## config.mk

```make
export PLATFORM = sky130hd
export DESIGN_NAME = freq_divider_prog
export DESIGN_NICKNAME = d
export VERILOG_FILES = /design/src/rtl/freq_divider_prog.sv
export SDC_FILE = /design/constraint.sdc
export NUM_CORES = 1
export LEC_CHECK = 0
export BUFFER_PORTS_ARGS = -buffer_cell sky130_fd_sc_hd__buf_4
export CORE_MARGIN = 2
export CORE_UTILIZATION = 46
export DETAILED_ROUTE_END_ITERATION = 16
export GPL_TIMING_DRIVEN = 0
export PLACE_DENSITY = 0.65
export SLEW_MARGIN = 40
export SYNTH_ARGS = -nofsm -noshare
export SYNTH_HDL_FRONTEND = slang
export SYNTH_SLANG_ARGS = --single-unit
```

## constraint.sdc

```tcl
create_clock -name clk -period 5.85 [get_ports clk]
set_clock_uncertainty 0.05 [all_clocks]
set_input_delay 0.2925 -clock clk [delete_from_list [all_inputs] [get_ports clk]]
set_output_delay 0.2925 -clock clk [all_outputs]
set_load 0.02 [all_outputs]
```

## src/rtl/freq_divider_prog.sv

```systemverilog
`default_nettype none
// ============================================================================
// freq_divider_prog : programmable tick / square-wave divider with
//                     glitch-free divisor and mode update at period boundaries
// Revision 1.0
// ============================================================================
module freq_divider_prog #(
   parameter int unsigned WIDTH        = 16,
   parameter int unsigned DEFAULT_DIV  = 16,
   parameter bit          DEFAULT_MODE = 1'b0
) (
   input  logic             clk,
   input  logic             rst_n,
   input  logic             en,
   input  logic             sync_clr,
   input  logic             load,
   input  logic [WIDTH-1:0] div,
   input  logic             mode,
   output logic             tick,
   output logic             clk_out,
   output logic [WIDTH-1:0] count,
   output logic [WIDTH-1:0] cur_div,
   output logic             pend
);

   localparam logic [WIDTH-1:0] RST_DIV = WIDTH'(DEFAULT_DIV);

   logic             cur_mode;
   logic [WIDTH-1:0] pend_div;
   logic             pend_mode;
   logic             pend_idle;

   logic [WIDTH-1:0] ne;
   logic [WIDTH-1:0] last;
   logic [WIDTH:0]   half;
   logic [WIDTH-1:0] next_count;
   logic             wrap;
   logic             has_pend;
   logic             apply;
   logic [WIDTH-1:0] new_div;
   logic             new_mode;
   logic             square_next;

   // A divisor of 0 behaves as 1; half is one bit wider so N = 2**WIDTH-1 cannot overflow.
   assign ne          = (cur_div == '0) ? WIDTH'(1) : cur_div;
   assign last        = ne - WIDTH'(1);
   assign half        = ({1'b0, ne} + (WIDTH+1)'(1)) >> 1;
   assign wrap        = en && (count == last);
   assign next_count  = wrap ? '0 : count + WIDTH'(1);
   assign square_next = cur_mode && ({1'b0, next_count} < half);

   // A load on the same edge supersedes the stored pending value.
   assign has_pend = load | pend;
   assign new_div  = load ? div  : pend_div;
   assign new_mode = load ? mode : pend_mode;
   assign apply    = has_pend && (wrap || (pend && pend_idle));

   always_ff @(posedge clk or negedge rst_n) begin
      if (!rst_n) begin
         count     <= '0;
         tick      <= 1'b0;
         clk_out   <= 1'b0;
         cur_div   <= RST_DIV;
         cur_mode  <= DEFAULT_MODE;
         pend      <= 1'b0;
         pend_div  <= RST_DIV;
         pend_mode <= DEFAULT_MODE;
         pend_idle <= 1'b0;
      end else if (sync_clr) begin
         count     <= '0;
         tick      <= 1'b0;
         clk_out   <= 1'b0;
         pend      <= 1'b0;
         pend_idle <= 1'b0;
         if (has_pend) begin
            cur_div  <= new_div;
            cur_mode <= new_mode;
         end
      end else if (apply) begin
         // New period starts at count 0, which is always in the high half.
         count     <= '0;
         tick      <= wrap;
         clk_out   <= new_mode;
         cur_div   <= new_div;
         cur_mode  <= new_mode;
         pend      <= 1'b0;
         pend_idle <= 1'b0;
      end else begin
         if (en) begin
            count   <= next_count;
            tick    <= wrap;
            clk_out <= square_next;
         end else begin
            tick <= 1'b0;
         end
         if (load) begin
            pend_div  <= div;
            pend_mode <= mode;
            pend      <= 1'b1;
            pend_idle <= !en;
         end
      end
   end

endmodule
`default_nettype wire

```

==> results of run 1 <==
-- power by group --
| group | total (W) | switching (W) | internal (W) |
|---|---|---|---|
| clock | 0.000261 | 0.000133 | 0.000128 |
| combinational | 0.000474 | 0.000262 | 0.000212 |
| sequential | 0.000465 | 0.0000400 | 0.000425 |
-- metrics by stage --
stage,hold WS (ps),area (sq um),instances,total power [W],setup WS [ps]
after floorplan,-53.1,4050,418,0.000790,931
after global placement,335,4600,582,0.000928,73.6
after detailed placement,344,4600,582,0.000939,108
after CTS,155,4720,591,0.00120,13.2
after global routing,143,4760,593,0.00128,11.6
final,158,4760,593,0.00120,455
-- repair_timing --
item | CTS | global route
buffers inserted | 0 | 2
endpoints found under the hold margin | 7 | 0
gates resized for setup | 0 | 3
hold buffers | 1 | 0
setup endpoints to repair | 0 | 1
-- path summary, 6_finish.rpt --
kind / end / start / cells after the start / slack [ps]
max: clk_out / cur_div[6] / 24 / 450
min: pend_div[3] / div[3] / 2 / 160
max reg2reg: clk_out / cur_div[6] / 24 / 450
min reg2reg: pend_div[3] / pend_div[3] / 1 / 460
max in group asynchronous: pend_div[10] / rst_n / 2 / 4770
min in group asynchronous: count[8] / rst_n / 2 / 500
-- cells by family (layout without fill, tap and decap cells) --
group                      count (synthesis)  after routing  synth area share
and+or+nand+nor                          155            155             0.221
xor gates and xnor gates                  45             45            0.0974
adders and majority gates                 17             17            0.0526
buffers and inverters                     41            108            0.0492
muxes                                     55             55             0.159
AOI/OAI and AO/OA                         51             51            0.0860
DFF                                       54             54             0.335
-- area by class of cell --
type / count / area share
flip-flops and latches: 54 / 0.285
inverters: 9 / 0.00710
repair buffers: 59 / 0.0937
well taps: 108 / 0.0284
clock buffers: 6 / 0.0153
plain buffers: 32 / 0.0347
multi-input cells: 323 / 0.528
clock inverters: 2 / 0.00789
-- cell usage after synthesis, types with 5 or more instances --
cell type	number	area share
o21ai_0	5	0.0062
a21oi_1	9	0.011
a31oi_1	16	0.025
inv_1	9	0.0084
ha_1	17	0.053
nor2_1	21	0.019
buf_2	5	0.0062
and2_1	17	0.026
nand3_1	13	0.016
nor2b_1	16	0.025
mux2_4	10	0.037
and3_1	11	0.017
xnor2_1	24	0.052
mux2i_1	11	0.027
dfrtp_1	52	0.32
xor2_1	21	0.045
mux2_2	34	0.095
nand2_1	17	0.016
clkbuf_1	21	0.019
nand4_1	6	0.0093
nor3_1	25	0.031
-- layer usage --
layer	routed length, microns	GRT usage
met5	0	0
met2	4680	0.367
met4	140	0.0406
met1	4830	0.309
met3	446	0.0308
-- sequential cells by signal, indices dropped and copies added (netlist names) --
signal and cells:
tick 1, cur_div 16, clk_out 1, count 16, pend_idle 1, pend_div 16, pend_mode 1, cur_mode 1
pend 1
==> flow_summary.yaml, run 1 <==
outcome:
  outcome: "completed"
timing:
  setup_tns_ps: 0
  finalCriticalPeriod_ps: 5400
  drv_slew: 0
  post-route-period-util: 0.922
  hold_viol_final: 0
  slew_headroom: 0.531
  rsz0062_at_grt: "false"
  tightest_slew_ps: 704
  setup_violations: 0
  fmax_mhz: 185
setup_path:
  crit_path_top_delay_cell: "or4_4"
  slowest_delay_ps: 430
  crit_family: "simple AND/OR/NAND/NOR gates"
  crit_required_ps: 6050
  cp-end-kind: "register"
  worstPathCellList: "clkbuf_1 -> nor4_4 -> nand4_1 -> buf_4 -> nor2_1 -> nor2_1 -> ha_1 -> xor2_1 -> nand3_1 -> nor2_1 -> nand4b_1 -> nand4b_1 -> or4_4 -> buf_6 -> clkbuf_1 -> and2_1 -> ha_1 -> nor2b_1 -> o21a_1 -> o21ai_0 -> and3b_1 -> nand4b_1 -> a311oi_1 -> mux2_2"
  cp_data_arrival_time_ps: 5590
  cp.buffers_inverters: 4
  startpoint_type: "register"
  crit_fanout: 10
  critPathKind: "register to register"
synth:
  syn_nets: 457
  synth_warnings: 0
  synth-seq-area-share: 0.335
  async_flop_share: 1.00
  synthCells: 418
  ys.flop_type: "dfrtp_1"
  syn_area_sq_um: 4050
  synth_seq_cells: 54
  postSynthAreaPerCell_sq_um: 9.68
  ys_types: 52
  synth_edf_count: 0
final_layout:
  ff_latch_area_sq_um: 1350
  nFillCells: 798
  nets: 523
  multi_input_area_sq_um: 2510
  antennaDiodeCount: 0
  final_common_cell: "buf_4"
  final_cell_mix: "buf_4, dfrtp_1, mux2_2"
  area_growth_pct: 17.6
  utilization: 0.551
  drive_gt1_frac: 0.264
cts:
  clk_pin_slew_ps: 110
  clockRootBuffer: "clkbuf_8"
  cts_tree: "done"
  h-tree-depth: 2
  cts_made_buffers: 5
  clock-sinks: 54
  clockBufferDepth: 2
  clk_latency_ps: 310
floorplan:
  start_util: 0.468
  rows: 34
  die_w_microns: 97.8
  core_sq_um: 8640
  dieArea_sq_um: 9560
  die_h_microns: 97.8
  num_io_pins: 57
placed_design:
  hpwlAfterDp_microns: 7720
  routabilityCongestion: 0.926
  numPortBuffers: 56
detailed_routing:
  vias: 3319
  routed_wirelength_microns: 10100
  dr.first_iter.drc_count: 206
  drt-wirelength-per-cell_microns: 17.0
  ant_nets: 0
  viasPerCell: 5.60
  first_pass_iters: 4
  drc: 0
grt:
  globalRouteOverflowTotal: 0
  antenna_found_initial: 0
  grt_pass1_vias: 3352
  track_usage: 0.220
  grt_pass1_wl_microns: 17000
  grt_max_degree: 55
power_and_ir_drop:
  powerDensity_nw_per_um2: 252
  p_leak_nw: 2.14
  vdd_drop_max_mv: 0.147
run:
  max_cap_violations: 0
hold_path:
  hold_path.class: "input port to register"
(Power assumes the default switching activity.)
==> run 2: changes to the inputs <==
- CTS_BUF_LIST: default -> sky130_fd_sc_hd__clkbuf_4 sky130_fd_sc_hd__clkbuf_8
==> flow_summary.yaml, run 2 (same netlist as run 1, synthesis figures left out) <==
outcome:
  outcome: "completed"
detailed_routing:
  drc: 0
  drt-wirelength-per-cell_microns: 17.0
  vias: 3318
  viasPerCell: 5.60
  ant_nets: 0
  first_pass_iters: 4
  dr.first_iter.drc_count: 195
  routed_wirelength_microns: 10100
timing:
  hold_viol_final: 0
  setup_tns_ps: 0
  post-route-period-util: 0.924
  finalCriticalPeriod_ps: 5400
  setup_violations: 0
  layout_setup_ws_ps: 447
  rsz0062_at_grt: "false"
  slew_headroom: 0.532
  tightest_slew_ps: 703
  drv_slew: 0
  fin_hold_ws_ps: 157
  fmax_mhz: 185
setup_path:
  ff2ff_path_depth: 24
  r2r-start: "cur_div[6]"
  r2r_slack_ps: 450
  endpoint: "clk_out"
  r2r-end: "clk_out"
  cp-end-kind: "register"
  critPathKind: "register to register"
  crit_required_ps: 6050
  cp-startpoint: "cur_div[6]"
  cp_data_arrival_time_ps: 5600
  crit_fanout: 10
  startpoint_type: "register"
floorplan:
  die_h_microns: 97.8
  num_io_pins: 57
  die_w_microns: 97.8
  dieArea_sq_um: 9560
  start_util: 0.468
  rows: 34
  core_sq_um: 8640
cts:
  clk_pin_slew_ps: 110
  cts_made_buffers: 5
  clockBufferDepth: 2
  clock-sinks: 54
  cts_tree: "done"
  clockRootBuffer: "clkbuf_8"
  h-tree-depth: 2
  clk_latency_ps: 320
hold_path:
  hp-start: "div[3]"
  hold_path.class: "input port to register"
grt:
  antenna_found_initial: 0
  grt_max_degree: 55
  track_usage: 0.220
  grt_pass1_vias: 3351
  grt_pass1_wl_microns: 17000
  globalRouteOverflowTotal: 0
final_layout:
  final_common_cell: "buf_4"
  nFillCells: 798
  reg.largest.list: "count x16, cur_div x16, pend_div x16"
  antennaDiodeCount: 0
  drive_gt1_frac: 0.266
  nets: 523
  final_cell_mix: "buf_4, dfrtp_1, mux2_2"
  area_growth_pct: 17.7
  final_area_sq_um: 4760
run:
  max_cap_violations: 0
power_and_ir_drop:
  powerDensity_nw_per_um2: 253
  p_leak_nw: 2.15
  vdd_drop_max_mv: 0.147
  power.total_w: 0.00120
placed_design:
  hpwlAfterDp_microns: 7720
  dp_slack_ps: 108
  numPortBuffers: 56
  dpl_cell_area_sq_um: 4600
  routabilityCongestion: 0.926
==> run 2: cell counts in the layout (fill, tap and decap cells not counted) <==
No cell type changed its count.
==> run 2: what timing repair did <==
| action | 4_1_cts | 5_1_grt |
|---|---|---|
| gates resized for setup | 0 | 3 |
| setup buffers | 0 | 2 |
| hold buffers | 1 | 0 |
| endpoints found under the setup margin | 0 | 1 |
| hold endpoints to repair | 7 | 0 |
==> run 2: cell type report <==
cell class | count | area (sq um) | share of cell area
Buffer | 32 | 165 | 0.0347
Clock buffer | 6 | 76.3 | 0.0160
Clock inverter | 2 | 37.5 | 0.00789
Inverter | 9 | 33.8 | 0.00710
Multi-Input combinational cell | 323 | 2510 | 0.528
Sequential cell | 54 | 1350 | 0.284
Tap cell | 108 | 135 | 0.0284
Timing Repair Buffer | 59 | 445 | 0.0936
==> run 2: worst max-delay path: stages, from the launching register on <==
cell and delay [ps]:
dfrtp_1 390, clkbuf_1 270, nor4_4 390, nand4_1 150, buf_4 190, nor2_1 80
nor2_1 50, ha_1 320, xor2_1 170, nand3_1 150, nor2_1 130, nand4b_1 130
nand4b_1 220, or4_4 430, buf_6 150, clkbuf_1 250, and2_1 250, ha_1 300
nor2b_1 130, o21a_1 160, o21ai_0 150, and3b_1 220, nand4b_1 120, a311oi_1 280
mux2_2 190
==> run 2: power by group <==
| group | leakage, nW | switching, W | internal, W |
|---|---|---|---|
| Sequential | 0.673 | 0.0000399 | 0.000425 |
| Clock | 0.0548 | 0.000133 | 0.000133 |
| Combinational | 1.42 | 0.000262 | 0.000212 |
==> run 2: routing by layer <==
metal  part of all wire  global-route usage  wire length [microns]  vias up
met2               0.46               0.367                   4680       82
met3              0.034              0.0308                    345       15
met4              0.014              0.0406                    144        0
met5                  0                   0                      0        -
li1                   -                   -                      -     1626
met1               0.49               0.309                   4940     1595
==> run 2: stage by stage <==
| stage | std cells | utilization |
|---|---|---|
| 2_1_floorplan | 418 | - |
| 4_1_cts | 591 | 0.547 |
| 6_report | 593 | 0.551 |
| 3_5_place_dp | 582 | 0.533 |
| 5_1_grt | 593 | 0.551 |
| 3_3_place_gp | 582 | 0.533 |
==> run 2: how the worst min path moves through the flow <==
stage | endpoint | slack [ps] | depth (start not counted)
after floorplan | clk_out | -50 | 0
after global placement | count[3] | 330 | 1
after detailed placement | count[3] | 340 | 1
after CTS | pend_div[5] | 160 | 2
after global routing | pend_div[5] | 140 | 2
final | pend_div[3] | 160 | 2
